### src/rtl/pat_sequencer.sv
// pat_sequencer: walks LED indices 0..NUM_LEDS-1 against one active pattern
// generator per frame and hands each colour to the LED driver over valid/ready.
// Optional build macro PAT_SEQ_OVERRUN_COUNT_EN: count frame_start pulses that
// arrive while a frame is still in flight (otherwise overrun_count_out is 0).
module pat_sequencer #(
  parameter int NUM_LEDS       = 20,
  parameter int COLOR_WIDTH    = 8,
  parameter int NUM_PATTERNS   = 4,
  parameter int DWELL_FRAMES   = 64,
  parameter int TIMEOUT_CYCLES = 8,
  localparam int CounterWidth  = $clog2(NUM_LEDS),
  localparam int SelWidth      = $clog2(NUM_PATTERNS)
) (
  input  logic                                clk_in,
  input  logic                                rst_n_in,
  input  logic                                frame_start_in,
  input  logic                                manual_mode_in,
  input  logic [SelWidth-1:0]                 manual_sel_in,
  output logic [CounterWidth-1:0]             pat_led_request_out,
  input  logic [NUM_PATTERNS*COLOR_WIDTH-1:0] pat_red_in,
  input  logic [NUM_PATTERNS*COLOR_WIDTH-1:0] pat_green_in,
  input  logic [NUM_PATTERNS*COLOR_WIDTH-1:0] pat_blue_in,
  input  logic [NUM_PATTERNS-1:0]             pat_valid_in,
  output logic [COLOR_WIDTH-1:0]              red_out,
  output logic [COLOR_WIDTH-1:0]              green_out,
  output logic [COLOR_WIDTH-1:0]              blue_out,
  output logic [CounterWidth-1:0]             led_index_out,
  output logic                                color_valid_out,
  input  logic                                color_ready_in,
  output logic                                frame_done_out,
  output logic [SelWidth-1:0]                 active_pattern_out,
  output logic                                timeout_err_out,
  output logic [7:0]                          overrun_count_out
);

  localparam int TcntWidth  = $clog2(TIMEOUT_CYCLES);
  localparam int DwellWidth = (DWELL_FRAMES > 1) ? $clog2(DWELL_FRAMES) : 1;

  typedef enum logic [1:0] {IDLE, FETCH, PRESENT, FRAME_END} state_t;

  state_t                  state_q, state_d;
  logic [CounterWidth-1:0] led_idx_q, led_index_q;
  logic [SelWidth-1:0]     active_q, auto_ptr_q, sel_mapped;
  logic [TcntWidth-1:0]    tcnt_q;
  logic [DwellWidth-1:0]   dwell_q;
  logic [COLOR_WIDTH-1:0]  red_q, green_q, blue_q;
  logic                    terr_q;
  logic                    fetch_hit, fetch_to, last_led, dwell_last;

  // Per-pattern views of the flattened colour buses
  logic [NUM_PATTERNS-1:0][COLOR_WIDTH-1:0] red_arr, green_arr, blue_arr;
  assign red_arr   = pat_red_in;
  assign green_arr = pat_green_in;
  assign blue_arr  = pat_blue_in;

  // Out-of-range manual selects fall back to pattern 0
  assign sel_mapped = (32'(manual_sel_in) >= NUM_PATTERNS) ? '0 : manual_sel_in;
  assign fetch_hit  = pat_valid_in[active_q];
  assign fetch_to   = (tcnt_q == TcntWidth'(TIMEOUT_CYCLES - 1));
  assign last_led   = (led_idx_q == CounterWidth'(NUM_LEDS - 1));
  assign dwell_last = (dwell_q == DwellWidth'(DWELL_FRAMES - 1));

  assign pat_led_request_out = led_idx_q;
  assign red_out             = red_q;
  assign green_out           = green_q;
  assign blue_out            = blue_q;
  assign led_index_out       = led_index_q;
  assign color_valid_out     = (state_q == PRESENT);
  assign frame_done_out      = (state_q == FRAME_END);
  assign active_pattern_out  = active_q;
  assign timeout_err_out     = terr_q;

  // State register
  always_ff @(posedge clk_in or negedge rst_n_in) begin
    if (!rst_n_in) state_q <= IDLE;
    else           state_q <= state_d;
  end

  // Next-state logic; valid beats timeout when both hit in the same FETCH cycle
  always_comb begin
    state_d = state_q;
    case (state_q)
      IDLE:      if (frame_start_in) state_d = FETCH;
      FETCH:     if (fetch_hit || fetch_to) state_d = PRESENT;
      PRESENT:   if (color_ready_in) state_d = last_led ? FRAME_END : FETCH;
      FRAME_END: state_d = IDLE;
      default:   state_d = IDLE;
    endcase
  end

  // Datapath: LED walk, colour capture, fetch timeout, dwell/auto-rotate
  always_ff @(posedge clk_in or negedge rst_n_in) begin
    if (!rst_n_in) begin
      led_idx_q   <= '0;
      led_index_q <= '0;
      active_q    <= '0;
      auto_ptr_q  <= '0;
      tcnt_q      <= '0;
      dwell_q     <= '0;
      red_q       <= '0;
      green_q     <= '0;
      blue_q      <= '0;
      terr_q      <= 1'b0;
    end else begin
      case (state_q)
        IDLE: if (frame_start_in) begin
          led_idx_q <= '0;
          active_q  <= manual_mode_in ? sel_mapped : auto_ptr_q;
        end
        FETCH: begin
          if (fetch_hit) begin
            red_q       <= red_arr[active_q];
            green_q     <= green_arr[active_q];
            blue_q      <= blue_arr[active_q];
            led_index_q <= led_idx_q;
            tcnt_q      <= '0;
          end else if (fetch_to) begin
            // Generator never answered: present black and flag it
            red_q       <= '0;
            green_q     <= '0;
            blue_q      <= '0;
            led_index_q <= led_idx_q;
            terr_q      <= 1'b1;
            tcnt_q      <= '0;
          end else begin
            tcnt_q <= tcnt_q + 1'b1;
          end
        end
        PRESENT: if (color_ready_in && !last_led) led_idx_q <= led_idx_q + 1'b1;
        FRAME_END: if (!manual_mode_in) begin
          // Manual mode freezes the rotation so it resumes where it left off
          if (dwell_last) begin
            dwell_q    <= '0;
            auto_ptr_q <= (auto_ptr_q == SelWidth'(NUM_PATTERNS - 1)) ? '0 : auto_ptr_q + 1'b1;
          end else begin
            dwell_q <= dwell_q + 1'b1;
          end
        end
        default: ;
      endcase
    end
  end

`ifdef PAT_SEQ_OVERRUN_COUNT_EN
  logic [7:0] ovr_q;
  // Saturating count of frame starts dropped because a frame was in flight
  always_ff @(posedge clk_in or negedge rst_n_in) begin
    if (!rst_n_in)                                             ovr_q <= '0;
    else if (frame_start_in && state_q != IDLE && ovr_q != 8'hFF) ovr_q <= ovr_q + 1'b1;
  end
  assign overrun_count_out = ovr_q;
`else
  assign overrun_count_out = '0;
`endif

endmodule

### config.mk
export PLATFORM = sky130hd
export DESIGN_NAME = pat_sequencer
export DESIGN_NICKNAME = d
export VERILOG_FILES = /design/src/rtl/pat_sequencer.sv
export SDC_FILE = /design/constraint.sdc
export NUM_CORES = 1
export LEC_CHECK = 0
export CAP_MARGIN = 0
export CORE_MARGIN = 1.5
export CORE_UTILIZATION = 35
export DETAILED_ROUTE_END_ITERATION = 16
export HOLD_SLACK_MARGIN = 0.03
export MAX_ROUTING_LAYER = met4
export PLACE_DENSITY = 0.71
export SLEW_MARGIN = 30
export SYNTH_ARGS = -nofsm -noshare
export SYNTH_HDL_FRONTEND = slang
export SYNTH_SLANG_ARGS = --single-unit
### constraint.sdc
create_clock -name clk_in -period 2.99 [get_ports clk_in]
set_clock_uncertainty 0.2 [all_clocks]
set_input_delay 0.897 -clock clk_in [delete_from_list [all_inputs] [get_ports clk_in]]
set_output_delay 0.897 -clock clk_in [all_outputs]
set_load 0.05 [all_outputs]
==> metrics.cfg <==
[run]
max-cap-violations=0

[route]
drc=0
vias=2387
drt-vias-per-instance=5.21
drt_wl_total_um=7860
drtPass1Iterations=4
ant_nets=0
drtIter0Drc=116
wl_per_cell_um=17.2

[synth]
synth_seq_cells=50
synth_top_area_cell=dfrtp_1
syn_avg_cell_area_um2=13.4
synth_cell_types=35
ys_warn_count=0
synthTopCellsByArea=dfrtp_1 (45%), mux4_2 (20%), a22o_1 (8.2%)
ys_seq_area_share_pct=45.0
async_flop_share_pct=100
synth_edf_count=0
syn_area_um2=2780
yosys_most_used_dff=dfrtp_1
yosys.area.top_type_share_pct=45.0
syn_inst=207

[critical_path]
crit_required_ns=1.89
cp.arrival_ns=1.63
cp_max_fo=2
end_kind=primary output
path_class=register to primary output
cp-start-kind=register

[clock_network]
cts_buffers=5
postCtsSetupBuffers=0
ctsResizeCount=0
clockRootBuffer=clkbuf_8
insertion_delay_ns=0.31
htreeDepth=2
cts.sinks=50
postCtsHoldBufs=0
cts_tree=done
path_clk_slew_ns=0.09
cts_buffer_depth=2

[timing]
setup-violations-final=0
tightest_slew_ns=0.683
setup_tns_ns=0
hold_slack_ns=0.278
grt_setup_unrepaired=false
slew_viol_final=0
fmax_ghz=0.366
post-route-period-util_pct=91.3
finalHoldViolCount=0
fin_ws_ns=0.261
final.min_clock_period_ns=2.73
slew_headroom_pct=54.4

[power]
ir_drop_mv=0.745
leakagePower_nw=1.84
powerDensity_nw_per_um2=935

[placed_design]
dp_hpwl_um=6310
io_buffers=145
dp_slack_ns=0.163
placed_cell_area_um2=4340
routabilityCongestion=0.818

[layout]
diodes=0
syn_to_final_growth_pct=60.2
nFillCells=674
utilization_pct=57.9
drive_above_1_share_pct=15.7
design_area_um2=4450
nets=467
regArea_um2=1250
multi_input_area_um2=1390

[global_routing]
antenna_found_initial=0
grt.total_usage_pct=20.0
first_global_vias=2383
grt_max_degree=36
grt_pass1_wl_um=12500
overflow=0

[die]
ioPinCount=154
row_count=32
die_width_um=92.1
coreArea_um2=7690
die_y_um=92.1
initial_core_util_pct=36.1
dieArea_um2=8480

[outcome]
outcome=completed

[worst_hold_path]
hold_class=register to register

[final cells by class]
class,instances,share of cell area (%)
sequential,50,28.1
tap,102,2.87
timing repair buffer,156,35.0
clock buffer,7,1.71
multi-input combinational,138,31.2
clock inverter,1,0.675
inverter,4,0.337
[power breakdown]
part / switching [mW] / internal, mW
logic: 1.36 / 1.15
registers: 0.255 / 0.920
clock network: 0.222 / 0.251
total: 1.83 / 2.33
[synthesized netlist by cell type (all sizes together) (2+ instances only)]
cell type and number:
o21ai 6, clkbuf 5, inv 4, mux2i 6, mux4 25, buf 17
a22o 26, and2 2, mux2 9, nor2b 2, ha 5, dfrtp 50
o31ai 2, nand4b 3, nor2 11, and3b 2, nand2 9, xnor2 3
a21oi 5, or3 2
[path summary, 6_finish.rpt]
| kind | from | end | slack [ns] | cells past startpoint |
|---|---|---|---|---|
| worst max-delay path | state_q[1]$_DFFE_PN0P_ | frame_done_out | 0.26 | 2 |
| worst min-delay path | timeout_err_out$_DFFE_PN0P_ | timeout_err_out$_DFFE_PN0P_ | 0.28 | 1 |
| worst max register to register | active_pattern_out[0]$_DFFE_PN0P_ | green_out[1]$_DFFE_PN0P_ | 0.78 | 4 |
| worst min register to register | timeout_err_out$_DFFE_PN0P_ | timeout_err_out$_DFFE_PN0P_ | 0.28 | 1 |
| max in group asynchronous | rst_n_in | red_out[4]$_DFFE_PN0P_ | 1.80 | 2 |
| min in group asynchronous | rst_n_in | blue_out[6]$_DFFE_PN0P_ | 0.29 | 1 |
[state kept, by name, summed over array words and instances (netlist names)]
name,count
active_pattern_out,2
state_q,2
tcnt_q,3
led_index_out,5
pat_led_request_out,5
dwell_q,6
auto_ptr_q,2
red_out,8
green_out,8
blue_out,8
timeout_err_out,1
[worst max-delay path: stages (launching register included)]
cell             delay [ns]
dfrtp_1                0.36
and2_1                 0.16
clkdlybuf4s50_1        0.81
[layer usage]
layer,global-route usage [%],vias to the layer above,wire [um],share of wire [%]
met2,31.3,94,4010,51
li1,-,1084,-,-
met3,4.06,14,421,5.4
met1,25.7,1195,3230,41
met4,7.44,0,199,2.5
met5,-,-,0,0
[cells in the final DEF, fill, tap and decap left out, drive strengths merged]
master	instances
o31ai	2
bufinv	1
mux2	9
nor2	11
and2	2
mux2i	6
dfrtp	50
nor2b	2
nand2	9
nor3b	1
o41ai	1
and3b	2
conb	8
nand4b	3
xnor2	3
ha	5
clkdlybuf4s50	141
a32oi	1
a221o	1
a21o	1
a22o	26
a21oi	5
nand2b	1
nor3	1
buf	15
inv	4
or3	2
a211o	1
mux4	25
clkbuf	7
a311oi	1
nand4	1
o32ai	1
o21ai	6
a31oi	1
[kinds of logic after synthesis]
group,synth area share (%)
mux,26.1
xor+xnor,0.946
buf+inv,5.90
compound gates,13.1
other cells,0.135
simple gates,6.53
flops,45.0
fa+ha+maj,2.25
[metrics by stage]
step / power, mW / instances
after CTS: 4.20 / 458
after global placement: 3.69 / 450
after global routing: 4.40 / 458
after detailed placement: 3.72 / 450
final: 4.16 / 458
after floorplan: 2.89 / 214
Note: power is estimated with default switching activity, not from simulation.
